[src/rtl/clock_step_controller_pkg.sv]
// clock_step_controller_pkg: mode encoding and period multiplier table
package clock_step_controller_pkg;
  typedef enum logic [1:0] {PAUSE = 2'd0, RUN = 2'd1, HALTED = 2'd2} mode_e;
  localparam logic [3:0] PERIOD_MULT [4] = '{4'd1, 4'd2, 4'd5, 4'd10};
endpackage

[src/rtl/clock_step_controller_if.sv]
// clock_step_controller_if: key/switch inputs and processor tick outputs
interface clock_step_controller_if #(parameter int CNT_W = 32);
  logic run_key_n;
  logic step_key_n;
  logic [1:0] period_sel;
  logic cpu_halt;
  logic tick;
  logic running;
  logic halted;
  logic tick_led;
  logic [CNT_W-1:0] tick_count;
  modport master (
    input run_key_n, step_key_n, period_sel, cpu_halt,
    output tick, running, halted, tick_led, tick_count
  );
  modport slave (
    output run_key_n, step_key_n, period_sel, cpu_halt,
    input tick, running, halted, tick_led, tick_count
  );
endinterface

[src/rtl/clock_step_controller_key_debounce.sv]
// clock_step_controller_key_debounce: key synchronizer, debouncer and press pulse
module clock_step_controller_key_debounce #(
  parameter int DEBOUNCE_CYCLES = 500000
) (
  input  logic CLOCK_50,
  input  logic reset,
  input  logic key_n,
  output logic press
);
  localparam int CW = $clog2(DEBOUNCE_CYCLES + 1);
  logic s1_q, s2_q;
  logic armed_q, armed_d;
  logic level_q, level_d;
  logic prev_q;
  logic press_q, press_d;
  logic [CW-1:0] cnt_q, cnt_d;
  logic diff, hit;
  // sync flops reset to pressed so a key held through reset never arms the debouncer
  always_comb begin
    diff = armed_q && (!s2_q != level_q);
    hit = cnt_q == CW'(DEBOUNCE_CYCLES - 1);
    armed_d = armed_q | s2_q;
    cnt_d = diff && !hit ? cnt_q + CW'(1) : '0;
    level_d = diff && hit ? !level_q : level_q;
    press_d = level_q && !prev_q;
  end
  always_ff @(posedge CLOCK_50 or negedge reset) begin
    if (!reset) begin
      s1_q <= 1'b0;
      s2_q <= 1'b0;
      armed_q <= 1'b0;
      level_q <= 1'b0;
      prev_q <= 1'b0;
      press_q <= 1'b0;
      cnt_q <= '0;
    end else begin
      s1_q <= key_n;
      s2_q <= s1_q;
      armed_q <= armed_d;
      level_q <= level_d;
      prev_q <= level_q;
      press_q <= press_d;
      cnt_q <= cnt_d;
    end
  end
  assign press = press_q;
endmodule

[src/rtl/clock_step_controller.sv]
// clock_step_controller: run/step/pause/halt scheduler producing the processor tick
module clock_step_controller
  import clock_step_controller_pkg::*;
#(
  parameter int BASE_DIV = 50000000,
  parameter int DEBOUNCE_CYCLES = 500000,
  parameter int CNT_W = 32
) (
  input logic CLOCK_50,
  input logic reset,
  clock_step_controller_if.master bus
);
  mode_e state_q, state_d;
  logic [CNT_W-1:0] cnt_q, cnt_d;
  logic [CNT_W-1:0] tick_count_q, tick_count_d;
  logic [CNT_W-1:0] period;
  logic [1:0] sel_q;
  logic tick_q, tick_d;
  logic tick_led_q, tick_led_d;
  logic run_press, step_press, sel_chg, expire;
  clock_step_controller_key_debounce #(.DEBOUNCE_CYCLES(DEBOUNCE_CYCLES)) u_run_key (
    .CLOCK_50(CLOCK_50),
    .reset(reset),
    .key_n(bus.run_key_n),
    .press(run_press)
  );
  clock_step_controller_key_debounce #(.DEBOUNCE_CYCLES(DEBOUNCE_CYCLES)) u_step_key (
    .CLOCK_50(CLOCK_50),
    .reset(reset),
    .key_n(bus.step_key_n),
    .press(step_press)
  );
  always_comb begin
    period = CNT_W'(BASE_DIV) * CNT_W'(PERIOD_MULT[bus.period_sel]);
    sel_chg = bus.period_sel != sel_q;
    expire = cnt_q == period - CNT_W'(1);
    state_d = state_q;
    cnt_d = cnt_q;
    tick_d = 1'b0;
    if (bus.cpu_halt) begin
      state_d = HALTED;
      cnt_d = '0;
    end else if (state_q == PAUSE) begin
      state_d = run_press ? RUN : PAUSE;
      tick_d = step_press && !run_press;
      cnt_d = '0;
    end else if (state_q == RUN) begin
      state_d = run_press ? PAUSE : RUN;
      tick_d = !run_press && !sel_chg && expire;
      cnt_d = run_press || sel_chg || expire ? '0 : cnt_q + CNT_W'(1);
    end
    tick_led_d = tick_led_q ^ tick_d;
    tick_count_d = tick_count_q + CNT_W'(tick_d);
  end
  always_ff @(posedge CLOCK_50 or negedge reset) begin
    if (!reset) begin
      state_q <= PAUSE;
      cnt_q <= '0;
      sel_q <= 2'd0;
      tick_q <= 1'b0;
      tick_led_q <= 1'b0;
      tick_count_q <= '0;
    end else begin
      state_q <= state_d;
      cnt_q <= cnt_d;
      sel_q <= bus.period_sel;
      tick_q <= tick_d;
      tick_led_q <= tick_led_d;
      tick_count_q <= tick_count_d;
    end
  end
  assign bus.tick = tick_q;
  assign bus.running = state_q == RUN;
  assign bus.halted = state_q == HALTED;
  assign bus.tick_led = tick_led_q;
  assign bus.tick_count = tick_count_q;
endmodule

[src/flat_wrapper.sv]
// flat-port wrapper written by rule: the top's interface ports become plain ports
module clock_step_controller_flat import clock_step_controller_pkg::*;
#(
  parameter int BASE_DIV = 50000000,
  parameter int DEBOUNCE_CYCLES = 500000,
  parameter int CNT_W = 32
)
  (CLOCK_50, reset, bus_run_key_n, bus_step_key_n, bus_period_sel, bus_cpu_halt, bus_tick, bus_running, bus_halted, bus_tick_led, bus_tick_count);
  clock_step_controller_if #(.CNT_W(CNT_W)) bus_i ();
  input logic CLOCK_50;
  input logic reset;
  input wire logic [$bits(bus_i.run_key_n)-1:0] bus_run_key_n;
  input wire logic [$bits(bus_i.step_key_n)-1:0] bus_step_key_n;
  input wire logic [$bits(bus_i.period_sel)-1:0] bus_period_sel;
  input wire logic [$bits(bus_i.cpu_halt)-1:0] bus_cpu_halt;
  output wire logic [$bits(bus_i.tick)-1:0] bus_tick;
  output wire logic [$bits(bus_i.running)-1:0] bus_running;
  output wire logic [$bits(bus_i.halted)-1:0] bus_halted;
  output wire logic [$bits(bus_i.tick_led)-1:0] bus_tick_led;
  output wire logic [$bits(bus_i.tick_count)-1:0] bus_tick_count;
  assign bus_i.run_key_n = bus_run_key_n;
  assign bus_i.step_key_n = bus_step_key_n;
  assign bus_i.period_sel = bus_period_sel;
  assign bus_i.cpu_halt = bus_cpu_halt;
  assign bus_tick = bus_i.tick;
  assign bus_running = bus_i.running;
  assign bus_halted = bus_i.halted;
  assign bus_tick_led = bus_i.tick_led;
  assign bus_tick_count = bus_i.tick_count;
  clock_step_controller #(.BASE_DIV(BASE_DIV), .DEBOUNCE_CYCLES(DEBOUNCE_CYCLES), .CNT_W(CNT_W)) u_core (.CLOCK_50(CLOCK_50), .reset(reset), .bus(bus_i));
endmodule
[config.mk]
export PLATFORM = sky130hd
export DESIGN_NAME = clock_step_controller_flat
export DESIGN_NICKNAME = d
export VERILOG_FILES = /design/src/rtl/clock_step_controller_pkg.sv /design/src/rtl/clock_step_controller_if.sv /design/src/rtl/clock_step_controller_key_debounce.sv /design/src/rtl/clock_step_controller.sv /design/src/flat_wrapper.sv
export SDC_FILE = /design/constraint.sdc
export NUM_CORES = 1
export LEC_CHECK = 0
export CELL_PAD_IN_SITES_DETAIL_PLACEMENT = 1
export CELL_PAD_IN_SITES_GLOBAL_PLACEMENT = 2
export CORE_MARGIN = 2
export CORE_UTILIZATION = 41
export CTS_CLUSTER_DIAMETER = 40
export DETAILED_ROUTE_END_ITERATION = 8
export PLACE_DENSITY_LB_ADDON = 0.1
export SYNTH_ARGS = -nofsm -noshare
export SYNTH_HDL_FRONTEND = slang
export SYNTH_SLANG_ARGS = --single-unit
export TNS_END_PERCENT = 50
[constraint.sdc]
create_clock -name CLOCK_50 -period 11.4 [get_ports CLOCK_50]
set_input_delay 2.85 -clock CLOCK_50 [delete_from_list [all_inputs] [get_ports CLOCK_50]]
set_output_delay 2.85 -clock CLOCK_50 [all_outputs]
set_load 0.05 [all_outputs]
Word-level counts from Yosys, hierarchy flattened

Cells that the tools add are included.

Multiply operators: 1
Multiplexer cells: 17
Bitwise gates (word level): 4
Equality and inequality tests: 8
Add/sub/neg operators: 5
Order comparisons: 1
Reduce and logical (&&, ||, !) cells: 25

Operators with widths:

| operator                | count |
|---|---|
| $mux W32                | 4 |
| $add A19 B1 Y19 const B | 2 |
| $eq A19 B19 Y1 const B  | 2 |
| $mux W19                | 2 |
| $add A32 B1 Y32         | 1 |
| $add A32 B1 Y32 const B | 1 |
| $eq A32 B32 Y1          | 1 |
| $sub A30 B1 Y31 const B | 1 |
| $mul A19 B4 Y23 const A | 1 |
| $logic_and A1 B1 Y1     | 11 |
| $logic_not A1 Y1        | 10 |
| $bmux W4 S2             | 1 |
| $mux W4                 | 2 |
| $mux W2                 | 3 |
| $mux W1                 | 5 |
| $ge A3 B3 Y1 const B    | 1 |
| $not A2 Y3              | 1 |
| $reduce_bool A3 Y1      | 1 |
| $eq A2 B1 Y1 const B    | 1 |
| $eq A2 B2 Y1 const B    | 1 |
| $logic_not A2 Y1        | 1 |
| $logic_or A1 B1 Y1      | 2 |
| $ne A1 B1 Y1            | 2 |
| $ne A2 B2 Y1            | 1 |
| other kinds (2)         | 3 |

Bits in registers: 120
Word-level logic and storage cells: 81

Longest topological paths before layout

Gate-level depths: netlist of run 1.

Word-level depth: 12
Depth in mapped cells: 21
Gate-level depth less buffers: 19

Hierarchy

Synthesis of run 1 repeated with hierarchy kept, for this count alone.

Cells, all modules: 721
Area total of the unflattened synthesis: 7046.8 µm²

Modules (own cells, without submodules):

| module                             | area an instance (µm²) | cells each | instances |
|---|---|---|---|
| clock_step_controller              | 4624.4                 | 489        | 1 |
| clock_step_controller_key_debounce | 1211.2                 | 116        | 2 |

Least setup slack after synthesis of run 1

OpenSTA, ideal clock, no wires.

Kind: input port to flip-flop
Start: in bus_period_sel[0]
End: reg u_core.tick_count_q[27], in the netlist u_core.bus.tick_count[27]
Data arrival time: 6.729 ns
Data required time: 11.259 ns
Buffers on the path: 2
Path slack: 4.530 ns
Stages: 21
Cells stage by stage: inv_1 > ha_1 > inv_1 > ha_1 > xnor2_1 > ha_1 > a21o_1 > a21oi_1 > nand3_1 > xnor2_1 > nor4b_2 > buf_4 > a32o_2 > ha_1 > and3_1 > and2_1 > clkbuf_1 > nand2_1 > nor2_1 > nand3_1 > xnor2_1

Word-level cells in the longest chain between the ends: 12

Ends and longest elaborated chain:

| element                                    | line                        | text |
|---|---|---|
| from (decl)                                | flat_wrapper.sv:14          | `input wire logic [$bits(bus_i.period_sel)-1:0] bus_period_sel;` |
| $not A2 Y3 (implied by the code)           | clock_step_controller.sv:34 | `period = CNT_W'(BASE_DIV) * CNT_W'(PERIOD_MULT[bus.period_sel]);` |
| $bmux W4 S2                                | clock_step_controller.sv:34 |  |
| $mux W4 (implied by the code) (2 in a row) | clock_step_controller.sv:34 |  |
| $mul A19 B4 Y23                            | clock_step_controller.sv:34 |  |
| $sub A30 B1 Y31                            | clock_step_controller.sv:36 | `expire = cnt_q == period - CNT_W'(1);` |
| $eq A32 B32 Y1                             | clock_step_controller.sv:36 |  |
| $logic_and A1 B1 Y1 (*)                    | clock_step_controller.sv:49 | `tick_d = !run_press && !sel_chg && expire;` |
| $mux W1 (*)                                | clock_step_controller.sv:47 | `end else if (state_q == RUN) begin` |
| $mux W1 (*)                                | clock_step_controller.sv:43 | `end else if (state_q == PAUSE) begin` |
| $mux W1 (*)                                | clock_step_controller.sv:40 | `if (bus.cpu_halt) begin` |
| named net u_core.tick_d                    | clock_step_controller.sv:18 | `logic tick_q, tick_d;` |
| $add A32 B1 Y32 (*)                        | clock_step_controller.sv:53 | `tick_count_d = tick_count_q + CNT_W'(tick_d);` |
| named net u_core.tick_count_d[27]          | clock_step_controller.sv:15 | `logic [CNT_W-1:0] tick_count_q, tick_count_d;` |
| to (signal assigned)                       | clock_step_controller.sv:69 | `tick_count_q <= tick_count_d;` |
| to (decl)                                  | clock_step_controller.sv:15 |  |

The timed path passes the listed nets; every way through them passes the cells marked *. The select of a mux whose other input is x is not followed.
A chain may end at the register's enable or synchronous reset.

Final worst setup path of run 1

Start: in bus_period_sel[0]
End: reg u_core.tick_count_q[26], in the netlist u_core.bus.tick_count[26]

Same word-level chain as after synthesis.

==> flow_summary.json, run 1 <==
{
  "synth_area_leaders": "dfrtp_1, xnor2_1, xor2_1",
  "routed_via_density": 5.456,
  "ant_nets": 0,
  "nets": 735,
  "clock-sinks": 120,
  "postCtsHoldBufs": 0,
  "io_pins": 43,
  "grt_busiest_layer": "met2",
  "rsz0062_at_grt": "false",
  "grt-ovfl-total": 0,
  "fin_crit_ns": 7.647,
  "cp.required_ns": 11.70,
  "async_flop_share_pct": 100.0,
  "initial_utilization_pct": 42.12,
  "cts_resized": 0,
  "maxSlewHeadroom_pct": 35.76,
  "gr-usage-met3_pct": 4.872,
  "grtUsageTotal_pct": 20.79,
  "grt_start_max_net_pins": 65,
  "use_met2_pct": 35.20,
  "worstPathCellList": "clkdlybuf4s50_1 > inv_1 > ha_1 > inv_1 > ha_1 > ha_1 > xnor2_1 > a2111oi_0 > nand4_1 > nor4_1 > nor4b_2 > buf_4 > a32o_2 > ha_1 > ha_1 > and3_1 > and2_1 > nor2b_1 > nand2_1 > xnor2_1",
  "cts-root-buf": "clkbuf_16",
  "worst_pin_slew_ns": 0.9608,
  "clockBufferDepth": 2,
  "crit_fanout": 14,
  "rows": 45,
  "vias": 5074,
  "setup_violations": 0,
  "wirelength_um": 16190,
  "synth_edf_count": 0,
  "drt_iter0_drc": 177,
  "synth_top_area_share_pct": 46.73,
  "place_ws_ns": 3.322,
  "fill_cells": 1728,
  "cp.arrival_ns": 7.95,
  "path_class": "input pin to flip-flop",
  "cts_buffers": 17,
  "setup_tns_ns": 0,
  "htree_levels": 4,
  "port_buffers": 42,
  "drive_gt1_share_pct": 8.067,
  "yosysTopAreaCell": "dfrtp_1",
  "dpl.hpwl_um": 11350,
  "cts_tree": "done",
  "synth_nets": 691,
  "die_h_um": 129.2,
  "crit_path_max_incr_delay_ns": 0.63,
  "p_leak_nw": 3.205,
  "die_w_um": 129.2,
  "synth_area_um2": 6426,
  "endpoint_kind": "flip-flop",
  "syn_inst": 662,
  "cpMostUsedCell": "ha_1",
  "cts.clk_slew.worst_paths_ns": 0.05,
  "avgSynthCellArea_um2": 9.707,
  "grt_pass1_vias": 5399,
  "yosysWarnings": 0,
  "power_density_nw_per_um2": 132.2,
  "synth-main-ff-cell": "dfrtp_1",
  "hold_viol_final": 0,
  "drc": 0,
  "antenna_found_initial": 0,
  "core_area_um2": 15260,
  "synth.most_common_cell": "dfrtp_1",
  "cpMaxStageDelayCell": "clkdlybuf4s50_1",
  "insertion_delay_ns": 0.42,
  "maxCapViolations": 0,
  "place_congestion": 0.8721,
  "finClkSkew_ns": 0.01119,
  "max_freq_ghz": 0.1308,
  "num_antenna_cells": 0,
  "slew_viol_final": 0,
  "hold_class": "flip-flop to flip-flop",
  "final_core_util_pct": 49.77,
  "period_share_pct": 67.08,
  "synth_common_cells": "dfrtp_1, nand2_1, nor2_1",
  "start_kind": "input pin",
  "dieArea_um2": 16690,
  "grt_pass1_wl_um": 27350,
  "status": "complete, no violations",
  "synth_cell_types": 62,
  "drtPass1Iterations": 4,
  "area_growth_pct": 18.17,
  "ir_worst_vdd_uv": 90.81,
  "wire_per_inst_um": 17.41,
  "cts_setup_buffers": 0,
  "yosysSeqAreaShare_pct": 46.73,
  "worst_slack_ns": 3.753,
  "ys_seq_elements": 120,
  "globalRouteMet1Util_pct": 26.62
}
-- worst paths after layout --
check,start,slack [ns],depth (start not counted),end
setup reg to reg,u_core.cnt_q[17],7.35,14,u_core.bus.tick_count[26]
hold / removal,u_core.u_step_key.s1_q,0.35,0,u_core.u_step_key.s2_q
hold reg to reg,u_core.u_step_key.s1_q,0.35,0,u_core.u_step_key.s2_q
setup / recovery,bus_period_sel[0],3.75,20,u_core.bus.tick_count[26]
min in group asynchronous,reset,2.48,1,u_core.sel_q[1]
max in group asynchronous,reset,7.57,2,u_core.cnt_q[17]
-- logic make-up after synthesis --
| kind of cell | Yosys count | synth area share (%) |
|---|---|---|
| compound gates | 69 | 8.139 |
| xor+xnor | 83 | 11.31 |
| buf+inv | 42 | 3.076 |
| simple gates | 323 | 25.99 |
| flops | 120 | 46.73 |
| fa+ha+maj | 22 | 4.283 |
| mux | 3 | 0.4673 |
-- critical path, delay by kind of cell --
family	cells	cell delay, ns
AO/OA/AOI/OAI	2	0.53
adder cells (fa/ha/maj)	5	1.39
AND/OR/NAND/NOR	7	1.60
buffers and inverters	4	1.28
XOR/XNOR	2	0.25
-- layout make-up --
type | count | area, µm² | share of cell area, %
Tap cell | 211 | 264.0 | 3.477
Sequential cell | 120 | 3003 | 39.55
Inverter | 21 | 78.83 | 1.038
Clock inverter | 13 | 118.9 | 1.565
Timing Repair Buffer | 46 | 447.9 | 5.899
Clock buffer | 19 | 452.9 | 5.965
Multi-Input combinational cell | 500 | 3228 | 42.51
-- cell usage in the layout, fill, tap and decap left out, types with 21 or more instances in the layout --
cell type	Yosys	layout
nand2_1	71	71
dfrtp_1	120	120
nand3_1	48	48
clkdlybuf4s50_1	0	41
nor2_1	62	62
xor2_1	37	37
nand4_1	31	31
inv_1	21	21
xnor2_1	46	46
ha_1	22	22
-- report_power, final --
| part | internal, W | switching [W] |
|---|---|---|
| Combinational | 0.0000185 | 0.0000351 |
| Sequential | 0.000429 | 0.00000248 |
| Clock | 0.000313 | 0.000206 |
-- metal layers --
| metal | share of wire (%) | up-vias |
|---|---|---|
| met2 | 49 | 68 |
| met3 | 3.2 | 12 |
| met1 | 47 | 2564 |
| li1 | - | 2430 |
| met5 | 0 | - |
| met4 | 0.82 | 0 |
-- per-stage QoR --
step | hold slack, ns | power, W | cells | instance area, µm²
floorplan | 0.3312 | 0.0004713 | 662 | 6426
finish | 0.3512 | 0.001004 | 930 | 7594
global placement | 0.3491 | 0.0004915 | 898 | 7022
detailed placement | 0.3434 | 0.0004938 | 898 | 7022
global route | 0.3772 | 0.001044 | 930 | 7594
CTS | 0.3518 | 0.001018 | 930 | 7594
-- registers in the layout, indices dropped and copies added (netlist names) --
register                   flops
u_core.bus.tick_count         32
u_core.cnt_q                  32
u_core.u_run_key.cnt_q        19
u_core.u_step_key.cnt_q       19
u_core.sel_q                   2
u_core.state_q                 2
u_core.bus.tick                1
u_core.bus.tick_led            1
u_core.u_run_key.armed_q       1
u_core.u_run_key.level_q       1
u_core.u_run_key.press         1
u_core.u_run_key.prev_q        1
u_core.u_run_key.s1_q          1
u_core.u_run_key.s2_q          1
u_core.u_step_key.armed_q      1
u_core.u_step_key.level_q      1
u_core.u_step_key.press        1
u_core.u_step_key.prev_q       1
u_core.u_step_key.s1_q         1
u_core.u_step_key.s2_q         1
Power figures use the tool's default switching activity.
==> run 2, diff against run 1 <==
--- a/config.mk
+++ b/config.mk
@@ -8,7 +8,7 @@
 export CELL_PAD_IN_SITES_DETAIL_PLACEMENT = 1
 export CELL_PAD_IN_SITES_GLOBAL_PLACEMENT = 2
 export CORE_MARGIN = 2
-export CORE_UTILIZATION = 41
+export CORE_UTILIZATION = 38
 export CTS_CLUSTER_DIAMETER = 40
 export DETAILED_ROUTE_END_ITERATION = 8
 export PLACE_DENSITY_LB_ADDON = 0.1
==> constraint.sdc (replaced) <==
create_clock -name CLOCK_50 -period 7.89 [get_ports CLOCK_50]
set_input_delay 1.9725 -clock CLOCK_50 [delete_from_list [all_inputs] [get_ports CLOCK_50]]
set_output_delay 1.9725 -clock CLOCK_50 [all_outputs]
set_load 0.05 [all_outputs]
==> run 2 against run 1 <==
Clock skew shrank 0.0031 ns; largest cell class unchanged; total power grew 46%; worst setup slack lost 2.7 ns; sequential share of layout area shrank 0.085 points; non-clock buffer count grew 1; first-iteration DRC count shrank 2.3%; utilization shrank 3.9 points; highest routed layer unchanged; clock power grew 46%; via count grew 1.4%; sequential power grew 45%; cell count grew 1.1%; hold slack lost 0.0051 ns.
==> flow_summary.json, run 2 (same netlist as run 1, synthesis figures left out) <==
{
  "hold_viol_final": 0,
  "crit_fanout": 11,
  "grtUsageTotal_pct": 20.63,
  "layout_common_cells": "dfrtp_1, nand2_1, nor2_1",
  "clock-sinks": 120,
  "status": "complete, no violations",
  "cts-root-buf": "clkbuf_16",
  "routed_via_density": 5.476,
  "cp.arrival_ns": 7.16,
  "htree_levels": 4,
  "cts_tree": "done",
  "place_congestion": 0.8444,
  "grt_busiest_layer": "met2",
  "io_pins": 43,
  "cts_buffers": 17,
  "use_met2_pct": 33.87,
  "cpMaxStageDelayCell": "clkdlybuf4s50_1",
  "grt-ovfl-total": 0,
  "start_kind": "input pin",
  "core_area_um2": 16580,
  "antenna_found_initial": 1,
  "area_growth_pct": 18.42,
  "rsz0062_at_grt": "false",
  "wirelength_um": 17310,
  "stdcell_count": 940,
  "postCtsHoldBufs": 0,
  "fin_crit_ns": 6.851,
  "cts.clk_slew.worst_paths_ns": 0.06,
  "insertion_delay_ns": 0.43,
  "wire_per_inst_um": 18.41,
  "placed_cells": 908,
  "clockBufferDepth": 2,
  "drt_iter0_drc": 173,
  "fill_cells": 1885,
  "maxSlewHeadroom_pct": 39.10,
  "period_share_pct": 86.83,
  "max_freq_ghz": 0.1460,
  "multi_input_area_um2": 3228,
  "ir_worst_vdd_uv": 152.6,
  "p_leak_nw": 3.216,
  "dieArea_um2": 17970,
  "place_area_um2": 7041,
  "drc": 0,
  "drtPass1Iterations": 4,
  "power_density_nw_per_um2": 191.9,
  "finClkSkew_ns": 0.008096,
  "grt_start_max_net_pins": 73,
  "initial_utilization_pct": 38.75,
  "gr-usage-met3_pct": 5.442,
  "cts_setup_buffers": 0,
  "worstPathCellList": "clkdlybuf4s50_1 > inv_1 > ha_1 > inv_1 > ha_1 > ha_1 > xnor2_1 > a2111oi_0 > nand4_1 > nor4_1 > nor4b_2 > a32o_2 > ha_1 > and3_1 > and2_1 > nand2_1 > nor2_1 > nand3_1 > xnor2_1",
  "endpoint_kind": "flip-flop",
  "whs_ns": 0.3461,
  "seq_area_um2": 3003,
  "final_common_cell": "dfrtp_1",
  "port_buffers": 42,
  "grt_pass1_vias": 5608,
  "maxCapViolations": 0,
  "drive_gt1_share_pct": 8.194,
  "final_area_um2": 7610,
  "die_w_um": 134.0,
  "path_class": "input pin to flip-flop",
  "worst_pin_slew_ns": 0.9135,
  "setup_tns_ns": 0,
  "dpl.hpwl_um": 11860,
  "rows": 47,
  "vias": 5147,
  "cpMostUsedCell": "ha_1",
  "globalRouteMet1Util_pct": 26.69,
  "nets": 736,
  "slew_viol_final": 0,
  "cts_resized": 0,
  "num_antenna_cells": 0,
  "die_h_um": 134.0,
  "hold_class": "flip-flop to flip-flop",
  "crit_path_max_incr_delay_ns": 0.63,
  "cp.required_ns": 8.20,
  "setup_violations": 0,
  "grt_pass1_wl_um": 29150,
  "ant_nets": 0
}
run 2: cell count changes in the layout (fill, tap and decap cells not counted):
cell / change
clkinv_2: -1
clkinvlp_4: -3
clkinv_4: +4
inv_6: +2
clkbuf_8: -2
buf_4: +1
run 2: per-layer routing:
| metal | vias to the layer above | share of wire (%) |
|---|---|---|
| li1 | 2428 | - |
| met1 | 2623 | 46 |
| met2 | 79 | 48 |
| met3 | 17 | 4.2 |
| met4 | 0 | 1.5 |
| met5 | - | 0 |
run 2: critical path: cells and delay by family:
family	cells	cell delay, ns
AO/OA/AOI/OAI	2	0.53
adder cells (fa/ha/maj)	4	1.16
XOR/XNOR	2	0.28
AND/OR/NAND/NOR	8	2.19
buffers and inverters	3	1.03
run 2: area by class of cell:
class,instances,share of cell area (%)
multi-input cells,500,42.42
flip-flops and latches,120,39.46
repair buffers,47,5.985
clock buffers,17,5.590
well taps,220,3.617
clock inverters,15,1.891
inverters,21,1.036
run 2: stage by stage:
stage          setup WS (ns)  power [W]  util [%]
6_report               1.039   0.001461     45.89
5_1_grt               0.6921   0.001517     45.89
4_1_cts                1.075   0.001482     45.89
3_5_place_dp          0.5980  0.0007131     42.46
3_3_place_gp          0.9423  0.0007101     42.46
2_1_floorplan          1.897  0.0006810         -
run 2: where the power goes:
part           leakage, nW  switching, W  internal [W]
clock                0.279      0.000320      0.000440
combinational         1.30     0.0000507     0.0000268
sequential            1.64    0.00000337      0.000620
run 2: final timing paths:
check | slack, ns | cells after the start | end | from
max | 1.04 | 19 | u_core.bus.tick_count[29] | bus_period_sel[0]
max in group asynchronous | 4.91 | 2 | u_core.u_run_key.cnt_q[6] | reset
min reg2reg | 0.35 | 0 | u_core.u_step_key.s2_q | u_core.u_step_key.s1_q
min | 0.35 | 0 | u_core.u_step_key.s2_q | u_core.u_step_key.s1_q
max reg2reg | 3.78 | 14 | u_core.bus.tick_count[29] | u_core.cnt_q[0]
min in group asynchronous | 1.59 | 1 | u_core.cnt_q[10] | reset
==> run 3, diff against run 2 <==
--- a/config.mk
+++ b/config.mk
@@ -11,6 +11,7 @@
 export CORE_UTILIZATION = 38
 export CTS_CLUSTER_DIAMETER = 40
 export DETAILED_ROUTE_END_ITERATION = 8
+export GPL_TIMING_DRIVEN = 0
 export PLACE_DENSITY_LB_ADDON = 0.1
 export SYNTH_ARGS = -nofsm -noshare
 export SYNTH_HDL_FRONTEND = slang
==> run 3 against run 2 <==
Clock skew up 0.0046 ns; register-to-register slack worse by 0.45 ns; flip-flop and latch count did not move; cell count up 1.8%; via count did not move; non-clock buffer count grew 17; routed wire length down 2.3%; clock-buffer cell count up 1; largest cell class unchanged.
==> flow_summary.json, run 3 (same netlist as run 1, synthesis figures left out) <==
{
  "status": "complete, no violations",
  "ant_nets": 0,
  "cts_tree": "done",
  "cp.required_ns": 8.20,
  "place_congestion": 0.8141,
  "clockBufferDepth": 2,
  "die_h_um": 134.0,
  "cp_num_cells": 21,
  "start_kind": "input pin",
  "hold_viol_final": 0,
  "core_area_um2": 16580,
  "cp_num_buf_inv": 5,
  "ir_worst_vdd_uv": 142.6,
  "clock-sinks": 120,
  "seq_area_um2": 3003,
  "cp.arrival_ns": 7.61,
  "dpl.hpwl_um": 11910,
  "dieArea_um2": 17970,
  "cts.clk_slew.worst_paths_ns": 0.06,
  "maxCapViolations": 0,
  "port_buffers": 42,
  "finClkSkew_ns": 0.01266,
  "wire_per_inst_um": 17.68,
  "worstPathCellList": "clkdlybuf4s50_1 > inv_1 > ha_2 > inv_1 > ha_1 > ha_1 > xnor2_1 > a2111oi_0 > nand4_1 > nor4_1 > nor4b_4 > buf_4 > a32o_2 > ha_1 > and3_1 > and2_1 > clkbuf_1 > nand2_1 > nor2_1 > nand3_1 > xnor2_1",
  "rsz0062_at_grt": "false",
  "cts_buffers": 17,
  "hold_depth": 0,
  "drt_iter0_drc": 260,
  "max_freq_ghz": 0.1371,
  "nets": 753,
  "antenna_found_initial": 0,
  "grt_start_max_net_pins": 67,
  "initial_utilization_pct": 38.75,
  "maxSlewHeadroom_pct": 50.83,
  "fin_crit_ns": 7.296,
  "multi_input_area_um2": 3237,
  "setup_violations": 0,
  "cpMaxStageDelayCell": "clkdlybuf4s50_1",
  "p_leak_nw": 3.267,
  "hold_class": "flip-flop to flip-flop",
  "drc": 0,
  "cpMostUsedCell": "ha_1",
  "worst_pin_slew_ns": 0.7319,
  "grt_pass1_wl_um": 28510,
  "grtUsageTotal_pct": 20.01,
  "fill_cells": 1895,
  "power_density_nw_per_um2": 193.0,
  "wirelength_um": 16920,
  "final_common_cell": "dfrtp_1",
  "total_power_w": 0.001499,
  "grt_pass1_vias": 5437,
  "num_antenna_cells": 0,
  "rows": 47,
  "period_share_pct": 92.47,
  "cts-root-buf": "clkbuf_16",
  "layout_common_cells": "dfrtp_1, nand2_1, nor2_1",
  "cts_resized": 0,
  "slew_viol_final": 0,
  "placed_cells": 925,
  "postCtsHoldBufs": 0,
  "drive_gt1_share_pct": 8.548,
  "path_class": "input pin to flip-flop",
  "reg2regPathDepth": 16,
  "endpoint_kind": "flip-flop",
  "stdcell_count": 957,
  "crit_path_max_incr_delay_ns": 0.67,
  "die_w_um": 134.0,
  "grt-ovfl-total": 0,
  "io_pins": 43,
  "vias": 5147,
  "drtPass1Iterations": 4,
  "crit_fanout": 11,
  "critical-path-top-delay-family": "simple AND/OR/NAND/NOR gates",
  "area_growth_pct": 20.85,
  "insertion_delay_ns": 0.42,
  "htree_levels": 4,
  "routed_via_density": 5.378,
  "cts_setup_buffers": 0
}
[run 3: cell count changes in the layout (fill, tap and decap cells not counted), moves of 3 or more]
cell,previous run,this run
clkbuf_1,0,12
buf_4,6,1
buf_6,0,3
clkinvlp_4,1,4
inv_6,6,3
[run 3: worst register-to-register path: cells and delay by family (launching register included)]
| kind | cells | cell delay, ns |
|---|---|---|
| and+or+nand+nor | 9 | 2.43 |
| AOI/OAI and AO/OA | 2 | 0.56 |
| adders and majority gates | 1 | 0.22 |
| DFF | 1 | 0.36 |
| buffers and inverters | 3 | 0.73 |
| xor gates and xnor gates | 1 | 0.15 |
[run 3: path summary, 6_finish.rpt]
path                                             from                   endpoint  slack [ns]
worst min-delay path            u_core.u_run_key.s1_q      u_core.u_run_key.s2_q        0.35
max in group asynchronous                       reset           u_core.cnt_q[27]        5.66
worst max register to register       u_core.cnt_q[16]  u_core.bus.tick_count[27]        3.33
worst min register to register  u_core.u_run_key.s1_q      u_core.u_run_key.s2_q        0.35
min in group asynchronous                       reset            u_core.sel_q[1]        1.51
worst max-delay path                bus_period_sel[0]  u_core.bus.tick_count[27]        0.59
[run 3: through the flow]
step | hold slack, ns | TNS, ns | area, µm² | utilization, % | setup WS, ns
after detailed placement | 0.3424 | -0.2865 | 7151 | 43.12 | -0.08528
after global routing | 0.3757 | 0 | 7766 | 46.83 | 0.1306
final | 0.3509 | 0 | 7766 | 46.83 | 0.5942
after CTS | 0.3549 | 0 | 7755 | 46.76 | 0.3154
after floorplan | 0.3312 | 0 | 6426 | - | 1.897
after global placement | 0.3412 | -8.197 | 7122 | 42.95 | -0.07538
[run 3: final cells by class]
class                   instances  area share (%)
clock inverters                14           2.127
well taps                     220           3.544
clock buffers                  18           5.655
multi-input cells             500           41.68
flip-flops and latches        120           38.67
repair buffers                 43           5.784
inverters                      21           1.015
plain buffers                  21           1.531
[run 3: report_power, final]
group / leakage (nW) / switching, W / internal, W
registers: 1.64 / 0.00000367 / 0.000620
logic: 1.35 / 0.0000528 / 0.0000285
clock network: 0.284 / 0.000313 / 0.000481
[run 3: metal layers]
layer  routed length (µm)  global-route usage (%)  vias up  part of all wire, %
li1                     -                       -     2458                    -
met1                 8098                   27.14     2603                   48
met2                 8056                   32.68       70                   48
met3                  576                   4.157       16                  3.4
met4                  183                   5.497        0                  1.1
met5                    0                       0        -                    0
